`src/rtl/counter_pkg.sv`:
```
// Shared definitions for the mod-N cascade counter: digit width helper and
// wrap/saturate mode encoding.
package counter_pkg;

    localparam int MODE_WRAP = 0;
    localparam int MODE_SAT  = 1;

    // Bits needed to hold 0..modulus-1; a modulus of 2 still needs one bit.
    function automatic int calc_digit_w(input int modulus);
        if (modulus <= 2) begin
            return 1;
        end else begin
            return $clog2(modulus);
        end
    endfunction

endpackage

```
`src/rtl/mod_n_digit.sv`:
```
// One digit of the cascade: a modulo-MODULUS register with load correction,
// single-step up/down and extreme-value flags for the carry/borrow chain.
module mod_n_digit
    import counter_pkg::*;
#(
    parameter int MODULUS = 10,
    parameter int DIGIT_W = calc_digit_w(MODULUS)
) (
    input  logic               clk,
    input  logic               rst,
    input  logic               load,
    input  logic [DIGIT_W-1:0] load_digit,
    input  logic               step,
    input  logic               up,
    output logic [DIGIT_W-1:0] value,
    output logic               at_max,
    output logic               at_min,
    output logic               load_bad
);

    localparam logic [DIGIT_W-1:0] MAX_V = DIGIT_W'(MODULUS - 1);
    localparam logic [DIGIT_W:0]   MOD_V = (DIGIT_W + 1)'(MODULUS);

    logic [DIGIT_W-1:0] value_q;
    logic [DIGIT_W-1:0] value_d;

    assign at_max   = (value_q == MAX_V);
    assign at_min   = (value_q == {DIGIT_W{1'b0}});
    assign load_bad = ({1'b0, load_digit} >= MOD_V);
    assign value    = value_q;

    // Next digit value: load (with out-of-range digits forced to zero) beats a step.
    always_comb begin
        value_d = value_q;
        if (load) begin
            value_d = load_bad ? {DIGIT_W{1'b0}} : load_digit;
        end else if (step) begin
            if (up) begin
                value_d = at_max ? {DIGIT_W{1'b0}} : value_q + DIGIT_W'(1);
            end else begin
                value_d = at_min ? MAX_V : value_q - DIGIT_W'(1);
            end
        end else begin
            value_d = value_q;
        end
    end

    // Digit register with synchronous reset.
    always_ff @(posedge clk) begin
        if (rst) begin
            value_q <= {DIGIT_W{1'b0}};
        end else begin
            value_q <= value_d;
        end
    end

endmodule

```
`src/rtl/mod_n_cascade_counter.sv`:
```
// Synchronous DIGITS-digit modulo-MODULUS counter with up/down, parallel load,
// wrap or saturate at the extremes, and registered status pulses.
module mod_n_cascade_counter
    import counter_pkg::*;
#(
    parameter int MODULUS  = 10,
    parameter int DIGITS   = 2,
    parameter int SATURATE = MODE_WRAP,
    parameter int DIGIT_W  = calc_digit_w(MODULUS)
) (
    input  logic                      clk,
    input  logic                      rst,
    input  logic                      en,
    input  logic                      up,
    input  logic                      load,
    input  logic [DIGITS*DIGIT_W-1:0] load_val,
    output logic [DIGITS*DIGIT_W-1:0] count,
    output logic                      tc,
    output logic                      wrap,
    output logic                      sat,
    output logic                      load_err
);

    localparam logic SAT_MODE = (SATURATE == MODE_SAT);

    logic [DIGITS-1:0] at_max_s;
    logic [DIGITS-1:0] at_min_s;
    logic [DIGITS-1:0] bad_s;
    logic [DIGITS-1:0] step_s;
    logic [DIGITS:0]   chain_up_s;
    logic [DIGITS:0]   chain_dn_s;
    logic              hold_s;
    logic              step_en_s;

    logic wrap_q, wrap_d;
    logic sat_q, sat_d;
    logic load_err_q, load_err_d;

    assign chain_up_s[0] = 1'b1;
    assign chain_dn_s[0] = 1'b1;

    // Prefix-AND chains: digit g moves only when every lower digit is at its extreme.
    for (genvar g = 0; g < DIGITS; g++) begin : g_digit
        assign chain_up_s[g+1] = chain_up_s[g] & at_max_s[g];
        assign chain_dn_s[g+1] = chain_dn_s[g] & at_min_s[g];
        assign step_s[g]       = step_en_s & (up ? chain_up_s[g] : chain_dn_s[g]);

        mod_n_digit #(
            .MODULUS (MODULUS),
            .DIGIT_W (DIGIT_W)
        ) u_digit (
            .clk        (clk),
            .rst        (rst),
            .load       (load),
            .load_digit (load_val[g*DIGIT_W +: DIGIT_W]),
            .step       (step_s[g]),
            .up         (up),
            .value      (count[g*DIGIT_W +: DIGIT_W]),
            .at_max     (at_max_s[g]),
            .at_min     (at_min_s[g]),
            .load_bad   (bad_s[g])
        );
    end

    assign tc        = up ? chain_up_s[DIGITS] : chain_dn_s[DIGITS];
    assign hold_s    = SAT_MODE & tc;
    assign step_en_s = en & ~load & ~hold_s;

    // Status next-state: sat holds while idle, is re-evaluated on every enabled step.
    always_comb begin
        wrap_d     = en & ~load & tc & ~SAT_MODE;
        load_err_d = load & (|bad_s);
        sat_d      = sat_q;
        if (load) begin
            sat_d = 1'b0;
        end else if (en) begin
            sat_d = hold_s;
        end else begin
            sat_d = sat_q;
        end
    end

    // Status registers; reset discards any pending pulse.
    always_ff @(posedge clk) begin
        if (rst) begin
            wrap_q     <= 1'b0;
            sat_q      <= 1'b0;
            load_err_q <= 1'b0;
        end else begin
            wrap_q     <= wrap_d;
            sat_q      <= sat_d;
            load_err_q <= load_err_d;
        end
    end

    assign wrap     = wrap_q;
    assign sat      = sat_q;
    assign load_err = load_err_q;

endmodule

```
`config.mk`:
```
export PLATFORM = sky130hd
export DESIGN_NAME = mod_n_cascade_counter
export DESIGN_NICKNAME = d
export VERILOG_FILES = /design/src/rtl/counter_pkg.sv /design/src/rtl/mod_n_digit.sv /design/src/rtl/mod_n_cascade_counter.sv
export SDC_FILE = /design/constraint.sdc
export NUM_CORES = 1
export LEC_CHECK = 0
export CORE_MARGIN = 5
export CORE_UTILIZATION = 30
export CTS_CLUSTER_SIZE = 8
export DETAILED_ROUTE_END_ITERATION = 12
export GPL_ROUTABILITY_DRIVEN = 0
export HOLD_SLACK_MARGIN = 0.06
export REMOVE_ABC_BUFFERS = 1
export SLEW_MARGIN = 15
export SYNTH_ARGS = -nofsm -noshare
export SYNTH_HDL_FRONTEND = slang
export SYNTH_SLANG_ARGS = --single-unit
```
`constraint.sdc`:
```
create_clock -name clk -period 2.6 [get_ports clk]
set_input_delay 0.52 -clock clk [delete_from_list [all_inputs] [get_ports clk]]
set_output_delay 0.52 -clock clk [all_outputs]
set_load 0.01 [all_outputs]
```
==> run summary, run 1 <==
flop2flop setup slack - 1.10 ns
Worst Setup Start Kind - input port
Seq pwr share - 0.427
Clk pwr share - 0.253
Worst EP arrival - 1.92 ns
Seq/Total Area, Yosys - 0.250
Cells after Synth - 109
Hold EP - g_digit[0].u_digit.value[3]$_SDFFE_PP0P_
Final min period - 2.44 ns
MaxCap Viol Count - 0
worst vdd ir - 0.000179 V
FILL cells - 258
n_diodes - 0
TritonCTS clock tree - yes
Slew @ Worst Pin - 0.487 ns
vias per inst - 5.17
DRC viols - 0
leading cell type in the layout, fill and taps excluded - clkdlybuf4s50_1
io pins - 25
DR vias - 827
Initial Util - 0.318
final worst slack - 0.161 ns
worst rel slew slack - 0.672
CP Data Required Time - 2.08 ns
Syn Std Cell Area - 802 um2
CP Max Fanout - 5
HPWL after DPL - 1610 um
largest net degree at the start of global routing - 13
Post CTS Setup Buffer Count - 0
Clk Latency, worst-skew pair - 0.26 ns
Slowest-stage cell, CP - clkdlybuf4s50_1
num rows - 18
Most used DFF post-synth - dfxtp_1
total grt overflow - 0
vias in the first global route - 821
Layout area overhead - 33.4%
Final Util - 0.424
die width - 61.7 um
CTS sink cnt - 10
EDFF count, synth - 0
DR iter-0 viols - 25
pwr dens - 390 nW/um2
final hold viol count - 0
nets - 145
slowest stage delay, CP - 0.55 ns
# setup viols final - 0
routed wire length - 2100 um
CTS max path bufs - 2
Yosys cell types - 43
period utilization - 0.938
critical path cell sequence - clkdlybuf4s50_1 > and3_1 > o21ai_0 > nor4_2 > dlygate4sd2_1
Final ANT Viol Nets - 0
CTS Root Cell - clkbuf_4
Hold/Removal Path Class - flop to flop
Reg2Reg Depth - 5
global-route wire length before repair - 3620 um
die area - 3810 um2
yosys synthesis warning count - 0
Worst Path Buf+Inv - 2
Top delay family on crit path - buffers and inverters
Final Slew Violations - 0
IO buf count - 23
Worst-path clk slew - 0.06 ns
status - finished clean
#FFs+latches synth - 10
core box area - 2520 um2
Worst R2R Start - g_digit[0].u_digit.value[0]$_SDFFE_PP0P_
Internal - 288 uW
Critical R2R Capture - g_digit[0].u_digit.value[2]$_SDFFE_PP0P_
H-tree levels - 1
Net Sw Power - 129 uW
share of cells above drive strength 1 - 0.100
WL/cell - 13.1 um
Die Ht - 61.7 um
fraction of registers with async set/reset - 0
CTS buffer count - 3
Logic pwr share - 0.319
switching share of power - 0.309
HP Start - g_digit[0].u_digit.value[3]$_SDFFE_PP0P_
Overall Power - 417 uW
Max Freq - 410 MHz
Synth Area per Inst - 7.36 um2
first-pass iteration count of the detailed router - 4
antenna violations before repair - 0
RSZ-0062 raised after global routing - false
WS Path Type - input port to output pin
hold path cells - 2
clk_skew - 0.00266 ns
most frequent cells in the layout - clkdlybuf4s50_1 (22), o21ai_0 (13), dfxtp_1 (10)
Worst Setup End Kind - output pin
leak pwr - 0.399 nW
Tot GR Track Use - 0.125
post-place setup slack - -0.137 ns
[metal layers]
| layer | GRT usage | vias to the layer above | wire length (um) |
|---|---|---|---|
| li1 | - | 434 | - |
| met1 | 0.167 | 379 | 1020 |
| met2 | 0.202 | 12 | 1020 |
| met3 | 0.0207 | 2 | 51 |
| met4 | 0.0485 | 0 | 8 |
| met5 | 0 | - | 0 |
[worst max-delay path by stage]
stage	startpoint	endpoint	slack, ns	cells past startpoint
2_1_floorplan	g_digit[0].u_digit.value[0]$_SDFFE_PP0P_	tc	0.86	3
3_3_place_gp	up	tc	-0.11	5
3_5_place_dp	up	tc	-0.14	5
4_1_cts	up	tc	0.14	5
5_1_grt	up	tc	0.04	5
6_report	up	tc	0.16	5
[synth_stat cells (all sizes together), types with 3 or more instances]
library cell	instances	area, um2
a21oi	6	30.0
buf	7	46.3
clkbuf	3	12.5
dfxtp	10	200
inv	3	11.3
nand2	9	33.8
nand2b	3	18.8
nand3b	3	22.5
nor2	10	40.0
nor2b	3	18.8
o21ai	14	70.1
o22ai	3	18.8
xnor2	4	35.0
[flip-flops by register name (all words and copies together), names as in the netlist]
| signal | flops |
|---|---|
| g_digit.u_digit.value | 8 |
| load_err | 1 |
| wrap | 1 |
[layout make-up]
type                            instances  area, um2  area share
Clock buffer                            3       22.5      0.0211
Inverter                                3       11.3      0.0105
Multi-Input combinational cell         86        532       0.497
Sequential cell                        10        200       0.187
Tap cell                               30       37.5      0.0351
Timing Repair Buffer                   28        267       0.249
[worst register-to-register path, cell delays in order, from the launching register on]
cell,delay (ns)
dfxtp_1,0.34
buf_4,0.19
or4_4,0.54
nor2_2,0.09
nor2_1,0.05
a311oi_2,0.21
[power groups by stage]
stage	registers [mW]	clock network (mW)	logic (mW)
floorplan	0.186	0	0.0609
CTS	0.178	0.107	0.134
global placement	0.181	0	0.132
global route	0.181	0.118	0.147
detailed placement	0.182	0	0.134
finish	0.178	0.106	0.133
[cells by family (layout without fill, tap and decap cells)]
logic type	after synthesis	after routing	synth area share
XOR/XNOR	5	5	0.0546
flip-flops	10	10	0.250
other	1	1	0.00468
multiplexers	1	1	0.0125
AO/OA/AOI/OAI	36	36	0.287
AND/OR/NAND/NOR	43	43	0.304
buffers and inverters	13	34	0.0874
[metrics by stage]
stage | cells | instance area, um2 | setup TNS, ns | hold slack (ns)
2_1_floorplan | 99 | 743 | 0 | 0.588
3_3_place_gp | 157 | 1050 | -0.111 | 0.676
3_5_place_dp | 157 | 1050 | -0.137 | 0.693
4_1_cts | 160 | 1070 | 0 | 0.699
5_1_grt | 160 | 1070 | 0 | 0.784
6_report | 160 | 1070 | 0 | 0.703
[repair_timing]
item	in CTS	in global routing
resized for setup	1	0
hold buffers	0	0
setup endpoints to repair	1	0
Note: power is estimated with default switching activity, not from simulation.
==> inputs of run 2 (changes only) <==
==> constraint.sdc (replaced) <==
create_clock -name clk -period 3 [get_ports clk]
set_input_delay 0.6 -clock clk [delete_from_list [all_inputs] [get_ports clk]]
set_output_delay 0.6 -clock clk [all_outputs]
set_load 0.01 [all_outputs]
==> run summary, run 2 (synthesized netlist as in run 1, its figures left out) <==
IO buf count - 23 (unchanged)
most frequent cells in the layout - clkdlybuf4s50_1 (22), o21ai_0 (13), dfxtp_1 (10)
Hold/Removal Path Class - flop to flop
Final min period - 2.58 ns
Worst EP arrival - 1.98 ns (+0.06 ns)
DR vias - 854 (+3.3%)
first-pass iteration count of the detailed router - 4 (unchanged)
global-route wire length before repair - 3630 um (+0.19%)
Design Area, Final - 1070 um2 (+0.35%)
max FFs per register - 8 (unchanged)
Clk Latency, worst-skew pair - 0.25 ns (about the same)
Tot GR Track Use - 0.125 (unchanged)
Worst Setup End Kind - output pin
Worst Setup Start Kind - input port
Area after DPL - 1040 um2 (-0.72%)
H-tree levels - 1 (unchanged)
Final Slew Violations - 0 (unchanged)
critical path cell sequence - clkdlybuf4s50_1 > buf_4 > and2_1 > a21oi_1 > nor4_2 > dlymetal6s2s_1
Final TNS setup - 0 ns (unchanged)
Final ANT Viol Nets - 0 (unchanged)
Layout area overhead - 33.9%
pwr dens - 333 nW/um2 (-15%)
leak pwr - 0.413 nW (+3.3%)
crit path to - tc
routed wire length - 2110 um (+0.48%)
CTS buffer count - 3 (unchanged)
num rows - 18 (unchanged)
final worst slack - 0.421 ns (+0.260 ns)
Overall Power - 357 uW (-14%)
TritonCTS clock tree - yes
io pins - 25 (unchanged)
Max Freq - 388 MHz
largest net degree at the start of global routing - 13 (unchanged)
CTS Root Cell - clkbuf_4
nets - 145 (unchanged)
RSZ-0062 raised after global routing - false
CTS sink cnt - 10 (unchanged)
DR iter-0 viols - 29 (+16%)
share of cells above drive strength 1 - 0.100 (unchanged)
HPWL after DPL - 1580 um (-1.6%)
worst rel slew slack - 0.665 (-0.00743)
CP Max Fanout - 6 (+1)
Critical R2R Capture - g_digit[0].u_digit.value[3]$_SDFFE_PP0P_
vias per inst - 5.34 (+3.3%)
WL/cell - 13.2 um (+0.48%)
Worst R2R Start - g_digit[0].u_digit.value[0]$_SDFFE_PP0P_
clk_skew - 0.00149 ns (-0.00117 ns)
n_diodes - 0 (unchanged)
final hold viol count - 0 (unchanged)
die area - 3810 um2 (unchanged)
Worst-path clk slew - 0.06 ns (about the same)
die width - 61.7 um (unchanged)
flop2flop setup slack - 1.46 ns (+0.36 ns)
Initial Util - 0.318 (unchanged)
period utilization - 0.860
slowest stage delay, CP - 0.53 ns (-0.02 ns)
Die Ht - 61.7 um (unchanged)
vias in the first global route - 787 (-4.1%)
Worst Setup SP - up
WS Path Type - input port to output pin
core box area - 2520 um2 (unchanged)
DRC viols - 0 (unchanged)
CTS max path bufs - 2 (unchanged)
# setup viols final - 0 (unchanged)
antenna violations before repair - 0 (unchanged)
Slowest-stage cell, CP - clkdlybuf4s50_1
total grt overflow - 0 (unchanged)
leading cell type in the layout, fill and taps excluded - clkdlybuf4s50_1
status - finished clean
Slew @ Worst Pin - 0.498 ns (+0.0110 ns)
MaxCap Viol Count - 0 (unchanged)
Reg2Reg Depth - 5 (unchanged)
post-place setup slack - 0.0941 ns (+0.231 ns)
CP Data Required Time - 2.40 ns (+0.32 ns)
worst vdd ir - 0.000154 V (-14%)
==> run 2: cell count changes in the layout (fill, tap and decap cells not counted) <==
cell	change
dlymetal6s2s_1	+1
dlygate4sd2_1	-1
==> run 2: how the worst min path moves through the flow <==
stage                     cells past startpoint                                     start  slack [ns]                                  endpoint
final                                         2  g_digit[0].u_digit.value[3]$_SDFFE_PP0P_        0.69  g_digit[0].u_digit.value[3]$_SDFFE_PP0P_
after detailed placement                      2  g_digit[0].u_digit.value[3]$_SDFFE_PP0P_        0.67  g_digit[0].u_digit.value[3]$_SDFFE_PP0P_
after floorplan                               2  g_digit[0].u_digit.value[3]$_SDFFE_PP0P_        0.64  g_digit[0].u_digit.value[3]$_SDFFE_PP0P_
after global placement                        2  g_digit[0].u_digit.value[3]$_SDFFE_PP0P_        0.68  g_digit[0].u_digit.value[3]$_SDFFE_PP0P_
after CTS                                     2  g_digit[0].u_digit.value[3]$_SDFFE_PP0P_        0.69  g_digit[0].u_digit.value[3]$_SDFFE_PP0P_
after global routing                          2  g_digit[0].u_digit.value[3]$_SDFFE_PP0P_        0.74  g_digit[0].u_digit.value[3]$_SDFFE_PP0P_
==> run 2: layer usage <==
metal,up-vias,wire length [um],global-route usage
met5,-,0,0
met2,16,1030,0.190
met1,398,983,0.178
met3,4,69,0.0207
met4,0,31,0.0455
li1,436,-,-
==> run 2: cell type report <==
type                    instances  area, um2
fillers                       264       1450
multi-input cells              86        532
repair buffers                 28        270
flip-flops and latches         10        200
well taps                      30       37.5
clock buffers                   3       22.5
inverters                       3       11.3
==> run 2: through the flow <==
step,std cells,hold slack [ns],utilization
final,160,0.688,0.426
after global routing,160,0.742,0.426
after floorplan,99,0.641,-
after detailed placement,156,0.670,0.413
after global placement,156,0.678,0.413
after CTS,159,0.687,0.422
==> run 2: power by group <==
| group | internal [mW] | total [mW] | switching, mW |
|---|---|---|---|
| clock | 0.0461 | 0.0864 | 0.0403 |
| sequential | 0.140 | 0.157 | 0.0169 |
| combinational | 0.0631 | 0.113 | 0.0503 |
| total | 0.250 | 0.357 | 0.108 |
==> run 2: what timing repair did <==
item | in CTS | in global routing
gates resized for setup | 0 | 1
hold buffers | 0 | 0
buffers inserted | 0 | 1
endpoints found under the setup margin | 0 | 1
==> run 2: critical path: cells and delay by family <==
family / cells / cell delay, ns
compound gates: 1 / 0.08
buf+inv: 3 / 0.89
simple gates: 2 / 0.40
==> inputs of run 3 (changes only) <==
--- a/config.mk
+++ b/config.mk
@@ -5,10 +5,12 @@
 export SDC_FILE = /design/constraint.sdc
 export NUM_CORES = 1
 export LEC_CHECK = 0
+export ABC_CLOCK_PERIOD_IN_PS = 3000
 export CORE_MARGIN = 5
 export CORE_UTILIZATION = 30
 export CTS_CLUSTER_SIZE = 8
 export DETAILED_ROUTE_END_ITERATION = 12
+export DONT_BUFFER_PORTS = 1
 export GPL_ROUTABILITY_DRIVEN = 0
 export HOLD_SLACK_MARGIN = 0.06
 export REMOVE_ABC_BUFFERS = 1
==> run summary, run 3 (synthesized netlist as in run 1, its figures left out) <==
status - finished clean
Post CTS Setup Buffer Count - 0 (unchanged)
CP Data Required Time - 2.40 ns (about the same)
Hold WS - 0.407 ns (-0.281 ns)
hold path cells - 1 (-1)
share of cells above drive strength 1 - 0.0784 (-0.0216)
vias per inst - 5.39 (+0.92%)
num rows - 18 (unchanged)
Slowest-stage cell, CP - dfxtp_1
Final Util - 0.318 (-0.107)
Worst EP arrival - 1.66 ns (-0.32 ns)
largest net degree at the start of global routing - 18 (+5)
leak pwr - 0.284 nW (-31%)
Worst Setup End Kind - output pin
Worst Setup Start Kind - flop
leading cell type in the layout, fill and taps excluded - o21ai_0
Internal - 219 uW (-12%)
switching share of power - 0.299 (-0.00219)
CTS resizes - 0 (unchanged)
DRC viols - 0 (unchanged)
Final Slew Violations - 0 (unchanged)
Max Freq - 443 MHz (+14%)
MaxCap Viol Count - 0 (unchanged)
Final TNS setup - 0 ns (unchanged)
Final ANT Viol Nets - 0 (unchanged)
Clk pwr share - 0.281 (+0.039)
period utilization - 0.753 (-0.107)
worst vdd ir - 0.000117 V (-24%)
critical path cell sequence - and3_1 > o21ai_0 > nor4_2
FILL cells - 276 (+4.5%)
n_diodes - 0 (unchanged)
Seq pwr share - 0.527 (+0.086)
Tot GR Track Use - 0.103 (-0.0221)
vias in the first global route - 673 (-14%)
Area after DPL - 781 um2 (-25%)
Layout area overhead - 0.156%
Design Area, Final - 803 um2 (-25%)
Logic pwr share - 0.192 (-0.125)
Hold/Removal Path Class - input port to flop
total grt overflow - 0 (unchanged)
core box area - 2520 um2 (unchanged)
WS Path Type - flop to output pin
DR iter-0 viols - 15 (-48%)
slowest stage delay, CP - 0.64 ns (+0.11 ns)
# setup viols final - 0 (unchanged)
die width - 61.7 um (unchanged)
die area - 3810 um2 (unchanged)
Final min period - 2.26 ns (-0.321 ns)
CTS Root Cell - clkbuf_4
Overall Power - 312 uW (-13%)
Initial Util - 0.318 (unchanged)
CTS Hold Bufs - 0 (unchanged)
routed wire length - 1880 um (-11%)
global-route wire length before repair - 2980 um (-18%)
CTS sink cnt - 10 (unchanged)
H-tree levels - 1 (unchanged)
antenna violations before repair - 0 (unchanged)
most frequent cells in the layout - o21ai_0 (13), dfxtp_1 (10), nor2_1 (9), nand2_1 (9), a21oi_1 (6)
max FFs per register - 8 (unchanged)
CTS max path bufs - 2 (unchanged)
Reg2Reg Depth - 4 (-1)
pwr dens - 389 nW/um2 (+17%)
worst rel slew slack - 0.654 (-0.0109)
CP Max Fanout - 14 (+8)
WL/cell - 14.2 um (+7.8%)
Die Ht - 61.7 um (unchanged)
first-pass iteration count of the detailed router - 4 (unchanged)
Net Sw Power - 93.4 uW (-13%)
nets - 117 (-19%)
RSZ-0062 raised after global routing - false
HPWL after DPL - 1380 um (-13%)
DR vias - 711 (-17%)
clk_skew - 0.00682 ns (+0.00534 ns)
TritonCTS clock tree - yes
CTS buffer count - 3 (unchanged)
Clk Latency, worst-skew pair - 0.26 ns (about the same)
final hold viol count - 0 (unchanged)
Slew @ Worst Pin - 0.519 ns (+0.0203 ns)
IO buf count - 0 (-100%)
io pins - 25 (unchanged)
Worst-path clk slew - 0.06 ns (about the same)
==> run 3: cell count changes in the layout (fill, tap and decap cells not counted), sizes merged <==
cell,before,now
buf,5,0
dlymetal6s2s,1,0
clkdlybuf4s50,22,0
==> run 3: metrics by stage <==
step / std cells / setup WS [ns]
2_1_floorplan: 99 / 1.18
3_3_place_gp: 129 / 1.05
3_5_place_dp: 129 / 1.00
4_1_cts: 132 / 0.722
5_1_grt: 132 / 0.583
6_report: 132 / 0.742
==> run 3: cell type report <==
class,count,area [um2],share of cell area
flip-flops and latches,10,200,0.249
multi-input cells,86,532,0.662
well taps,30,37.5,0.0467
inverters,3,11.3,0.0140
clock buffers,3,22.5,0.0280
==> run 3: power by group through the flow <==
stage	registers (mW)	clock network, mW	logic (mW)
final	0.165	0.0877	0.0601
after global routing	0.166	0.0985	0.0680
after CTS	0.164	0.0897	0.0603
after detailed placement	0.167	0	0.0599
after global placement	0.166	0	0.0594
after floorplan	0.161	0	0.0528
==> run 3: critical path: cells and delay by family, from the launching register on <==
family | cells | cell delay (ns)
AOI/OAI and AO/OA | 1 | 0.11
DFF | 1 | 0.64
and+or+nand+nor | 2 | 0.65
==> run 3: worst paths after layout <==
kind                                       startpoint                                       end  slack [ns]
max          g_digit[0].u_digit.value[0]$_SDFFE_PP0P_                                        tc        0.74
min                                               rst  g_digit[0].u_digit.value[2]$_SDFFE_PP0P_        0.41
max reg2reg  g_digit[0].u_digit.value[0]$_SDFFE_PP0P_                           wrap$_SDFF_PP0_        1.33
min reg2reg  g_digit[0].u_digit.value[3]$_SDFFE_PP0P_  g_digit[0].u_digit.value[3]$_SDFFE_PP0P_        0.75
==> run 3: per-layer routing <==
layer | routed length (um) | GRT usage
met2 | 904 | 0.179
met5 | 0 | 0
met4 | 17 | 0.0455
met1 | 893 | 0.125
met3 | 61 | 0.0165
